--- src/rtl/narrow_arb_2x64to32.sv ---
// narrow_arb_2x64to32: two 64-bit requesters arbitrated onto one 32-bit stream, upper half first.
// Define NARROW_ARB_FIXED_PRIO_EN for fixed priority (requester 0 wins); default build is round-robin.
`default_nettype none

module narrow_arb_2x64to32 (
    input  logic        clk,
    input  logic        rst_n,
    input  logic [63:0] a0_data,
    input  logic        a0_last,
    input  logic        a0_valid,
    output logic        a0_ready,
    input  logic [63:0] a1_data,
    input  logic        a1_last,
    input  logic        a1_valid,
    output logic        a1_ready,
    output logic [31:0] b_data,
    output logic        b_id,
    output logic        b_last,
    output logic        b_valid,
    input  logic        b_ready
);

    typedef enum logic [1:0] {
        ST_EMPTY = 2'd0,
        ST_FULL  = 2'd1,
        ST_HALF  = 2'd2
    } state_t;

    state_t      r_state;
    logic [63:0] r_word;
    logic        r_id;
    logic        r_last;
    logic        r_lock;
`ifndef NARROW_ARB_FIXED_PRIO_EN
    logic        r_prio;
`endif

    logic        w_can;
    logic        w_gnt;
    logic        w_acc;
    logic [63:0] w_acc_data;
    logic        w_acc_last;

    // A new word fits when nothing is held, or the last half leaves this cycle.
    assign w_can = rst_n && ((r_state == ST_EMPTY) || ((r_state == ST_HALF) && b_ready));

    always_comb begin
        w_gnt = 1'b0;
        if (r_lock) begin
            w_gnt = r_id;
        end else begin
`ifdef NARROW_ARB_FIXED_PRIO_EN
            w_gnt = !a0_valid && a1_valid;
`else
            if (r_prio == 1'b0) begin
                w_gnt = !a0_valid && a1_valid;
            end else begin
                w_gnt = a1_valid || !a0_valid;
            end
`endif
        end
    end

    assign a0_ready   = w_can && !w_gnt;
    assign a1_ready   = w_can && w_gnt;
    assign w_acc      = w_gnt ? (a1_valid && a1_ready) : (a0_valid && a0_ready);
    assign w_acc_data = w_gnt ? a1_data : a0_data;
    assign w_acc_last = w_gnt ? a1_last : a0_last;

    assign b_valid = (r_state != ST_EMPTY);
    assign b_data  = (r_state == ST_FULL) ? r_word[63:32] : r_word[31:0];
    assign b_last  = (r_state == ST_HALF) && r_last;
    assign b_id    = r_id;

    always_ff @(posedge clk or negedge rst_n) begin
        if (!rst_n) begin
            r_state <= ST_EMPTY;
            r_id    <= 1'b0;
            r_last  <= 1'b0;
            r_lock  <= 1'b0;
`ifndef NARROW_ARB_FIXED_PRIO_EN
            r_prio  <= 1'b0;
`endif
        end else begin
            if (w_acc) begin
                r_id   <= w_gnt;
                r_last <= w_acc_last;
                r_lock <= !w_acc_last;
`ifndef NARROW_ARB_FIXED_PRIO_EN
                if (w_acc_last) begin
                    r_prio <= !w_gnt;
                end
`endif
            end
            case (r_state)
                ST_EMPTY: if (w_acc) r_state <= ST_FULL;
                ST_FULL:  if (b_ready) r_state <= ST_HALF;
                ST_HALF:  if (b_ready) r_state <= w_acc ? ST_FULL : ST_EMPTY;
                default:  r_state <= ST_EMPTY;
            endcase
        end
    end

    // Payload register needs no reset; it is only observed while b_valid is high.
    always_ff @(posedge clk) begin
        if (w_acc) begin
            r_word <= w_acc_data;
        end
    end

endmodule

`default_nettype wire

--- config.mk ---
export PLATFORM = sky130hd
export DESIGN_NAME = narrow_arb_2x64to32
export DESIGN_NICKNAME = d
export VERILOG_FILES = /design/src/rtl/narrow_arb_2x64to32.sv
export SDC_FILE = /design/constraint.sdc
export NUM_CORES = 1
export LEC_CHECK = 0
export BUFFER_PORTS_ARGS = -buffer_cell sky130_fd_sc_hd__buf_4
export CORE_MARGIN = 5
export CORE_UTILIZATION = 42
export DETAILED_ROUTE_END_ITERATION = 8
export GPL_TIMING_DRIVEN = 1
export MAX_ROUTING_LAYER = met4
export PLACE_DENSITY = 0.74
export SLEW_MARGIN = 0
export SYNTH_ARGS = -nofsm -noshare
export SYNTH_HDL_FRONTEND = slang
export SYNTH_SLANG_ARGS = --single-unit
--- constraint.sdc ---
create_clock -name clk -period 2.7 [get_ports clk]
set_input_delay 0.135 -clock clk [delete_from_list [all_inputs] [get_ports clk]]
set_output_delay 0.135 -clock clk [all_outputs]
set_load 0.1 [all_outputs]
==> results.txt, run 1 <==
Measured against its own limit, the worst slew margin works out to 68.7%. The tree is rooted in a clkbuf_8. The type of the setup path with the least slack was reg2out. For the final hold violation count, the log shows 0. The share of flip-flops with an asynchronous set or reset after synthesis is 8.57%, and the final period demand of the worst path is 2.24 ns. The number of iterations in the first detailed-routing pass is 4, and the largest net degree at the start of global routing is 36. Traced cell by cell, the critical path runs through nand2_1, a21oi_1, mux2_4, nor2b_2, buf_4.

The most used flip-flop cell after synthesis was edfxtp_1. For the final HPWL from detailed placement, the log shows 6780 um. At the end of routability-driven placement, the weighted congestion stood at 0.788. Post-detailed-route count of antenna-violating nets: 0.

The tools report the setup total negative slack as 0 ns. The number of slew-limit violations in the final report came out at 0. Static timing analysis puts the maximum clock frequency at 0.447 GHz.

The buffering stage count on the worst path with inverters included is 1, and the setup fix buffers added after clock tree synthesis is 0. VDD sags by at most 588 uV. The power per standard cell area came out at 1300 nW/um^2.

The worst flop-to-flop path startpoint is r_prio. The logs give 9 for the number of buffers inserted during clock tree synthesis and 0.533 ns for the worst setup timing slack at the placement stage. The die covers 10,600 um^2. The source of the critical timing path is r_prio.

The tools report the buffer levels on the longest clock path as 2. The mean area per synthesized cell came out at 16.5 um^2. The number of design rule violations left after detail routing was 0. The flow ran to the end, and the final reports show no timing, DRC or antenna violations. For the via count of the first global-routing pass, the log shows 2,778. Compared with the post-synthesis result, the final layout area differs by 43.3%.

The clock transition at the registers of the reported paths was 0.07 ns. The worst path required time is 2.57 ns, and the I/O pin count is 172. Across every metal layer, demand over resource in global routing totals 17.3%. The detailed router's first-iteration violation count is 56. Power comes to 6.76 mW.

After detailed routing, the number of vias per cell comes to 4.94. The tools report the number of different library cells in the post-synthesis netlist as 30. Counting flops with a built-in enable in the synthesized netlist gives 64.

Setup repair after global routing left no endpoint under its margin. The largest individual stage delay along the critical path comes from the cell mux2_4. The cell area that synthesis handed to floorplanning was 3620 um^2.

The tools report the total leakage power as 2.23 nW. The initialized floorplan defines 33 standard-cell rows. Clock latency on the worst-skew pair, taken at its later pin, is 0.34 ns. Cells with a size suffix above 1 make up 73.6% of the layout. Total inserted antenna cells: 0. The slew at the pin closest to its max-slew limit was 0.469 ns; the chip width was 103 um. The final global-route overflow total was 0. Port buffering added 171 buffers.

The reported max-cap violation count is 0, and the cell count after synthesis is 219. The H-tree generated during clock tree synthesis spans 3 levels. On the worst path, the slowest cell contributes a delay of 0.50 ns. The first global-routing pass estimated 13,200 um of wire. Setup violations remaining at the end of the flow were counted as 0. The nature of the critical path endpoint is an output pin.

The routed layout has 2,502 vias. The tools report the count of synthesis-stage warnings from yosys as 0. The final-layout fill cell count is 669. Setup slack on the critical path of the routed design comes to 0.464 ns. The worst clock skew on the final layout is 0.0100 ns. Data on the critical path arrives at its endpoint at 2.10 ns. The tools report the slack of the worst reg-to-reg path as 0.53 ns. After routing the design area is 5190 um^2.

The tools report the worst hold path startpoint as a0_data[47]. Worst min-delay path class: in2reg. The synthesized flop and latch total is 70, and the total nets after synthesis is 354. Clock tree synthesis found a total of 70 sinks. Once placement finished, the instance area stood at 5010 um^2.

The final layout contains 531 nets. The y dimension of the die was 103 um; the sequential element share of the synthesized area was 57.3%. The final core utilization came out at 62.5%. The core region is 8300 um^2.

Of all nets on the critical path, the largest fanout is 29. TritonCTS built the clock tree. The kind of cell with the highest combined delay along the critical path is multiplexers.

The worst path uses 82.8% of the clock period. The number of antenna violations at the first check in global routing is 0, and the effective utilization at floorplan is 43.6%. The worst setup path is launched from a flip-flop. The routed wire length was 8980 um. In the final routed layout, each cell accounts on average for 17.8 um.
cell usage in the layout, fill, tap and decap left out, types with 3 or more instances in the layout:
| master | count |
|---|---|
| clkinv_2 | 3 |
| a21oi_1 | 7 |
| nand2_1 | 3 |
| nand2b_1 | 3 |
| inv_1 | 4 |
| edfxtp_1 | 64 |
| clkbuf_8 | 9 |
| mux2_2 | 70 |
| mux2_4 | 28 |
| dfrtp_1 | 6 |
| nor2_1 | 3 |
| buf_4 | 174 |
worst paths after layout:
check	end	cells past startpoint
max in group asynchronous	r_lock	2
hold / removal	r_word[47]	2
setup / recovery	a1_ready	5
setup reg to reg	r_word[4]	5
min in group asynchronous	b_id	2
hold reg to reg	r_last	2
power breakdown:
group          leakage [nW]  total (mW)  switching [mW]  internal (mW)
Combinational          1.48        4.33            2.90           1.42
Sequential            0.667        1.74           0.117           1.62
Clock                0.0805       0.698           0.372          0.326
Total                  2.23        6.76            3.39           3.37
cell type report:
class | instances | area (um^2) | share of cell area [%]
Inverter | 4 | 15.0 | 0.290
Tap cell | 105 | 131 | 2.53
Sequential cell | 70 | 2070 | 40.0
Multi-Input combinational cell | 133 | 1440 | 27.8
Clock buffer | 11 | 131 | 2.53
Timing Repair Buffer | 178 | 1370 | 26.3
Clock inverter | 5 | 26.3 | 0.507
flip-flops by register name, summed over array words and instances (netlist names):
register  flops
r_word       64
r_state       2
b_id          1
r_last        1
r_lock        1
r_prio        1
cell usage after synthesis, types with 2 or more instances:
cell type | count | area share (%)
mux2_2 | 70 | 22
edfxtp_1 | 64 | 53
mux2_4 | 28 | 12
a21oi_1 | 7 | 0.97
dfrtp_1 | 6 | 4.1
buf_4 | 4 | 0.83
inv_1 | 4 | 0.41
nor2_1 | 4 | 0.41
buf_2 | 3 | 0.41
nand2_1 | 3 | 0.31
nand2b_1 | 3 | 0.52
nor2b_1 | 3 | 0.52
buf_6 | 2 | 0.62
buf_8 | 2 | 0.83
repair_timing:
item | CTS | global route
resized for setup | 0 | 0
hold buffers | 2 | 0
endpoints found under the hold margin | 7 | 0
setup endpoints to repair | 0 | 0
per-layer routing:
layer  GRT usage, %  share of wire [%]
met1           17.2                 35
met2           31.8                 56
met3           6.56                8.5
met4           4.18               0.91
met5              -                  0
per-stage QoR:
step | instances | hold slack [ns]
after floorplan | 219 | -0.161
after global placement | 488 | -0.0505
after detailed placement | 488 | -0.0486
after CTS | 506 | 0.0716
after global routing | 506 | 0.0701
final | 506 | 0.0928
cells by family after synthesis:
group                  after synthesis  synth area share, %
muxes                               98                 33.4
buffers and inverters               16                 3.22
and+or+nand+nor                     18                 2.80
DFF                                 70                 57.3
AOI/OAI and AO/OA                   17                 3.32
worst register-to-register path, cell delays in order (launching register included):
cell	delay (ns)
dfrtp_1	0.42
nand2_1	0.11
a21oi_1	0.22
mux2_4	0.50
buf_12	0.28
mux2_2	0.39
(Power assumes the default switching activity.)
==> run 2, diff against run 1 <==
--- a/config.mk
+++ b/config.mk
@@ -7,11 +7,11 @@
 export LEC_CHECK = 0
 export BUFFER_PORTS_ARGS = -buffer_cell sky130_fd_sc_hd__buf_4
 export CORE_MARGIN = 5
-export CORE_UTILIZATION = 42
+export CORE_UTILIZATION = 47
 export DETAILED_ROUTE_END_ITERATION = 8
 export GPL_TIMING_DRIVEN = 1
 export MAX_ROUTING_LAYER = met4
-export PLACE_DENSITY = 0.74
+export PLACE_DENSITY = 0.79
 export SLEW_MARGIN = 0
 export SYNTH_ARGS = -nofsm -noshare
 export SYNTH_HDL_FRONTEND = slang
==> constraint.sdc (replaced) <==
create_clock -name clk -period 2.2 [get_ports clk]
set_input_delay 0.11 -clock clk [delete_from_list [all_inputs] [get_ports clk]]
set_output_delay 0.11 -clock clk [all_outputs]
set_load 0.1 [all_outputs]
==> results.txt, run 2 (synthesis gave the netlist of run 1 again) <==
The reported max-cap violation count was 0; the final hold violation count was 0. The overall routing resource usage was 17.5%. Once placement completed, the tool counted placed cells totaling 486. Setup violations remaining at the end of the flow were counted as 0. The number of H-tree branching levels came out at 3. Nature of the critical path endpoint: an output pin. The layout has 564 filler cells. Post-cts resize count: 0.

Footprint of the multi-input gates: 1440 um^2. The run gives 44 as the largest net degree at the start of global routing. After detailed routing, the average wire length per cell comes to 16.4 um. The final layout contains 532 nets. The number of slew-limit violations in the final report is 0.

The area growth from synthesis to layout works out to 43.9%. The worst setup path is launched from a flip-flop. After clock tree synthesis, the clock-pin slew on the worst setup and hold paths is 0.08 ns. TritonCTS built the clock tree.

The worst pin sits at a relative slew slack of 64.0%. The clock network is responsible for 10.8% of the overall power. The total overflow left after global routing is 0.

The count of port buffers added during placement is 171, and the power share of the sequential group is 25.6%. The tools report the number of iterations in the first detailed-routing pass as 4. Register with the highest flop count: r_word.

During I/O placement, the number of pins put on the boundary was 172. The number of flip-flops under the largest register name is 64. The clock arrives with 0.00965 ns of skew. For this run, the top clock speed supported by timing is 0.482 GHz.

Measured along the x axis, the die boundary spans 97.7 um. The final critical path takes up 94.2% of the cycle. The congestion estimate from routability-driven global placement came to 0.754. The number of rows in the core area was 32; the first-pass GRT wire length was 12,700 um.

The number of antenna violations at the first check in global routing was 0; the fraction of layout instances using a drive strength above 1 was 73.9%. The floorplan step set the die height to 97.7 um. Leaving out fill and tap cells, the most frequent cells in the layout are 175 x buf_4, 70 x mux2_2, 64 x edfxtp_1.

Routed via count: 2,473. 0 antenna diodes ended up in the layout. The detailed router's first-iteration violation count is 69, and the total leakage power is 2.25 nW. The worst path required time was 2.09 ns. Setup repair after global routing left no endpoint under its margin.

The worst path in the final design needs a cycle of 2.07 ns, including I/O delays and setup. The setup fix buffers added after clock tree synthesis was 0; the routed wire length was 8290 um. The flow ran to the end, and the final reports show no timing, DRC or antenna violations. CTS saw 70 sinks.

The critical path in this run is classified as reg2out. After legalization and detailed placement, the total HPWL measured 6420 um. The logs give 0.33 ns for the insertion delay of the later-clocked pin in the worst-skew pair and 4.12 mW for the net switching component of the power. The post-detailed-route count of antenna-violating nets is 0. Along the worst path, the maximum fanout reaches 26. Once layout is complete, the cells apart from fillers number 504. Cell internal power was estimated by the tool at 4.23 mW.

Worst hold slack: 0.0751 ns. The library cell used most frequently in the layout, excluding fill and tap cells, is buf_4. Slew at the pin closest to its max-slew limit: 0.540 ns. No sink is reached through more buffers than the 2 on the longest clock path. The root buffer cell chosen for the clock tree is clkbuf_8. The tightest min-delay check is of the in2reg type. The number of buffers inserted during clock tree synthesis is 9, and the worst hold path cell count is 2. The run gives 2,679 as the via count of the first global-routing pass. Of the total power, the share spent switching nets is 49.4%. Die footprint: 9550 um^2. In this run the power density over the cells is 1600 nW/um^2. Across the VDD grid, the largest voltage drop is 804 uV. In the final layout, the registers with the most flip-flops are r_word: 64 flops, r_state: 2 flops. The tools report the share of total power in combinational logic as 63.6%. In the final layout, flip-flops and latches occupy 2080 um^2.

After detailed routing, the number of remaining DRC violations is 0. For this configuration, the core starts out at a cell density of 47.6%. Counting cells, the worst reg-to-reg path comes to 5. The standard cell core area was 7610 um^2; the worst path arrival time was 1.96 ns. The post-detailed-route via-to-cell ratio is 4.91.
run 2: cell count changes in the layout (fill, tap and decap cells not counted), sizes merged:
cell | previous run | this run
buf | 176 | 177
clkbuf | 11 | 14
clkinv | 4 | 2
clkinvlp | 1 | 0
run 2: routing by layer:
layer  up-vias  global-route usage, %  part of all wire, %
li1       1196                      -                    -
met1      1164                   17.8                   38
met2       102                   31.7                   54
met3        11                   4.50                  6.6
met4         0                   7.45                  1.8
met5         -                      -                    0
run 2: critical path, stage by stage (launching register included):
cell     delay [ns]
dfrtp_1        0.44
nand2_1        0.11
a21oi_1        0.21
mux2_4         0.22
buf_12         0.20
nor2b_2        0.16
buf_4          0.29
run 2: path summary, 6_finish.rpt:
check,start,end,slack [ns]
max,r_prio,a1_ready,0.13
min,a0_data[43],r_word[43],0.08
max reg2reg,r_prio,r_word[5],0.30
min reg2reg,r_last,r_last,0.52
max in group asynchronous,rst_n,b_id,1.94
min in group asynchronous,rst_n,r_prio,0.12
run 2: stage by stage:
step	total power, mW	worst slack [ns]	utilization (%)	TNS, ns	instance area [um^2]
after detailed placement	7.51	0.324	65.9	0	5020
after floorplan	6.55	-0.0618	-	-0.104	3630
after CTS	8.43	0.115	68.5	0	5210
after global placement	7.44	0.430	65.9	0	5020
final	8.35	0.127	68.5	0	5210
after global routing	8.69	0.0543	68.5	0	5210
run 2: power groups by stage:
stage	sequential (mW)	clock [mW]	combinational (mW)
3_5_place_dp	2.17	0	5.34
5_1_grt	2.18	0.986	5.52
4_1_cts	2.14	0.929	5.36
3_3_place_gp	2.14	0	5.30
6_report	2.14	0.899	5.31
2_1_floorplan	2.17	0	4.38
run 2: final cells by class:
cell class | instances | share of cell area, %
sequential | 70 | 39.9
multi-input combinational | 133 | 27.7
timing repair buffer | 179 | 26.4
clock buffer | 14 | 3.12
tap | 102 | 2.45
inverter | 4 | 0.288
clock inverter | 2 | 0.192
run 2: what timing repair did:
item,4_1_cts,5_1_grt
hold buffers,2,0
hold endpoints to repair,7,0
endpoints found under the setup margin,0,0
==> run 3, diff against run 2 <==
--- a/config.mk
+++ b/config.mk
@@ -12,6 +12,8 @@
 export GPL_TIMING_DRIVEN = 1
 export MAX_ROUTING_LAYER = met4
 export PLACE_DENSITY = 0.79
+export SETUP_SLACK_MARGIN = 0.5
+export SKIP_LAST_GASP = 1
 export SLEW_MARGIN = 0
 export SYNTH_ARGS = -nofsm -noshare
 export SYNTH_HDL_FRONTEND = slang
==> results.txt, run 3 (synthesis gave the netlist of run 1 again) <==
In the final layout, the registers with the most flip-flops are r_word: 64 flops, r_state: 2 flops. The routability congestion estimate from global placement was 0.780; the insertion delay of the later-clocked pin in the worst-skew pair was 0.33 ns. The worst min-delay path endpoint is r_word[6]. The number of slew-limit violations in the final report came out at 0. Leaving out fill and tap cells, the most frequent cell in the layout is buf_4. Setup slack closes at 0.312 ns. The number of rows in the core area was 32.

The slew at the pin closest to its max-slew limit is 0.374 ns, and the routed via count is 2,854. From left edge to right edge, the die measures 97.7 um. The highest net fanout along the worst path came out at 6. Clock tree synthesis selected as its root buffer the cell clkbuf_8. The effective utilization at floorplan is 47.6%. The instance area after placement is 5040 um^2. The tools report the nature of the critical path endpoint as a flip-flop. For the reported max-cap violation count, the log shows 0.

The flow ran to the end, and the final reports show no timing, DRC or antenna violations. The final hold violation count is 0. The via count of the first global-routing pass is 3,076. The run gives 27 as the largest net degree at the start of global routing. The number of design rule violations left after detail routing is 0. The kind of launch point of the worst setup path was a flip-flop.

Counting instances, the worst hold path has a depth of 2. Buffers placed on the I/O ports in this run total 171. The average wire per cell in the routed design was 23.5 um; the number of buffers inserted during clock tree synthesis was 9.

The smallest clock period supported by the final layout is computed as 1.89 ns. In this run the deepest clock path goes through 2 buffers. The tools report the number of endpoints failing setup at the final stage as 0. Setup repair after global routing could not meet its margin everywhere. Global routing used 22.4% of the available tracks across all layers.

The logs give 70 for the clock net sink count and 3 for the number of H-tree branching levels. The library cells used most frequently in the layout, excluding fill and tap cells, are 147 x buf_4, 64 x edfxtp_1, 63 x mux2_4. TritonCTS built the clock tree.

After clock tree synthesis, the clock-pin slew on the worst setup and hold paths is 0.08 ns. For the worst setup path, the data required time is 2.28 ns. The worst setup timing slack at the placement stage came out at 0.243 ns. After the first detailed-routing iteration, the DRC count stood at 186. Cells with a size suffix above 1 make up 78.4% of the layout. The tools report the instance count after placement with tap cells included as 486. The final core utilization was 86.5%. Across all register-to-register paths, the minimum setup slack is 0.31 ns.

More flip-flops sit in one register than any other, and that register is r_word. The y dimension of the die was 97.7 um. The first global-routing pass estimated 16,000 um of wire. The critical path is of the reg2reg type. The run gives 0 as the post-detailed-route count of antenna-violating nets. Critical register-to-register path endpoint: r_word[21]. Highest attainable clock frequency: 0.530 GHz. The final non-filler cell area came out at 6580 um^2. The tools report the worst hold path startpoint as a0_data[6]. The tools report the I/O pin count as 172. For the worst flop-to-flop path, the logic depth is 7. In this run the power density over the cells is 1750 nW/um^2. The register with the most flip-flops in the layout has 64 of them.

Clock skew on the completed layout was measured at 0.0104 ns. The run gives 0 as the final global-route overflow total. The number of antenna violations at the first check in global routing is 0, and the worst path arrival time is 1.97 ns. The worst hold slack came out at 0.0754 ns.

The number of standard cells in the layout, taps in and fillers out was 542. The standard cell core area is 7610 um^2. The worst min-delay path class was in2reg. The wire-length estimate of the detail-placed layout is 6380 um. The final layout contains routed wiring with a total length of 12,700 um.

The worst flop-to-flop path startpoint was r_prio. The number of iterations in the first detailed-routing pass came out at 4. The ratio of final minimum period to clock period was 85.8%. After detailed routing, the number of vias per cell comes to 5.27. Across the VDD grid, the largest voltage drop is 1050 uV.

The post-layout net count is 572, and the die footprint is 9550 um^2. For this design the static power due to leakage is 2.90 nW. The total inserted antenna cells was 0; the worst relative slew slack was 74.7%. The area growth from synthesis to layout is 81.9%.
[run 3: through the flow]
| step | TNS [ns] | power [mW] |
|---|---|---|
| after floorplan | -0.104 | 6.59 |
| after global placement | 0 | 7.47 |
| after detailed placement | 0 | 7.55 |
| after CTS | 0 | 10.7 |
| after global routing | 0 | 11.8 |
| final | 0 | 11.5 |
[run 3: layout make-up]
class / instances / area [um^2]
timing repair buffer: 219 / 2570
sequential: 70 / 2080
tap: 102 / 128
fill: 328 / 1020
clock buffer: 11 / 131
inverter: 4 / 15.0
clock inverter: 3 / 37.5
multi-input combinational: 133 / 1630
[run 3: worst max path at each step]
stage                     from          to  slack, ns  depth (start not counted)
floorplan                 b_id      r_last      -0.06                          4
global placement        r_prio  r_word[20]       0.35                          5
global route        r_state[0]  b_data[31]       0.27                          6
detailed placement      r_prio  r_word[11]       0.24                          5
CTS                 r_state[1]  b_data[31]       0.34                          6
finish                  r_prio  r_word[21]       0.31                          7
[run 3: where the power goes]
group          total, mW  leakage, nW  switching (mW)  internal (mW)
clock network      0.975       0.0843           0.469          0.506
registers           2.18        0.663           0.182           2.00
logic               8.39         2.15            4.39           3.99
[run 3: repair_timing]
item / in CTS / in global routing
endpoints found under the setup margin: 120 / 156
buffers inserted: 15 / 8
pin swaps: 3 / 2
gates cloned: 9 / 8
hold buffers: 2 / 0
resized for setup: 149 / 34
hold endpoints to repair: 7 / 0
[run 3: critical path, stage by stage, from the launching register on]
cell	delay, ns
dfrtp_2	0.46
nor2_2	0.13
a21oi_2	0.05
mux2_4	0.31
buf_12	0.15
buf_6	0.11
buf_8	0.12
mux2_4	0.30
[run 3: routing by layer]
layer / wire length [um] / up-vias / global-route usage (%)
met5: 0 / - / -
met4: 246 / 0 / 7.35
met3: 769 / 22 / 4.57
met2: 7460 / 129 / 41.5
met1: 4260 / 1420 / 23.8
li1: - / 1283 / -
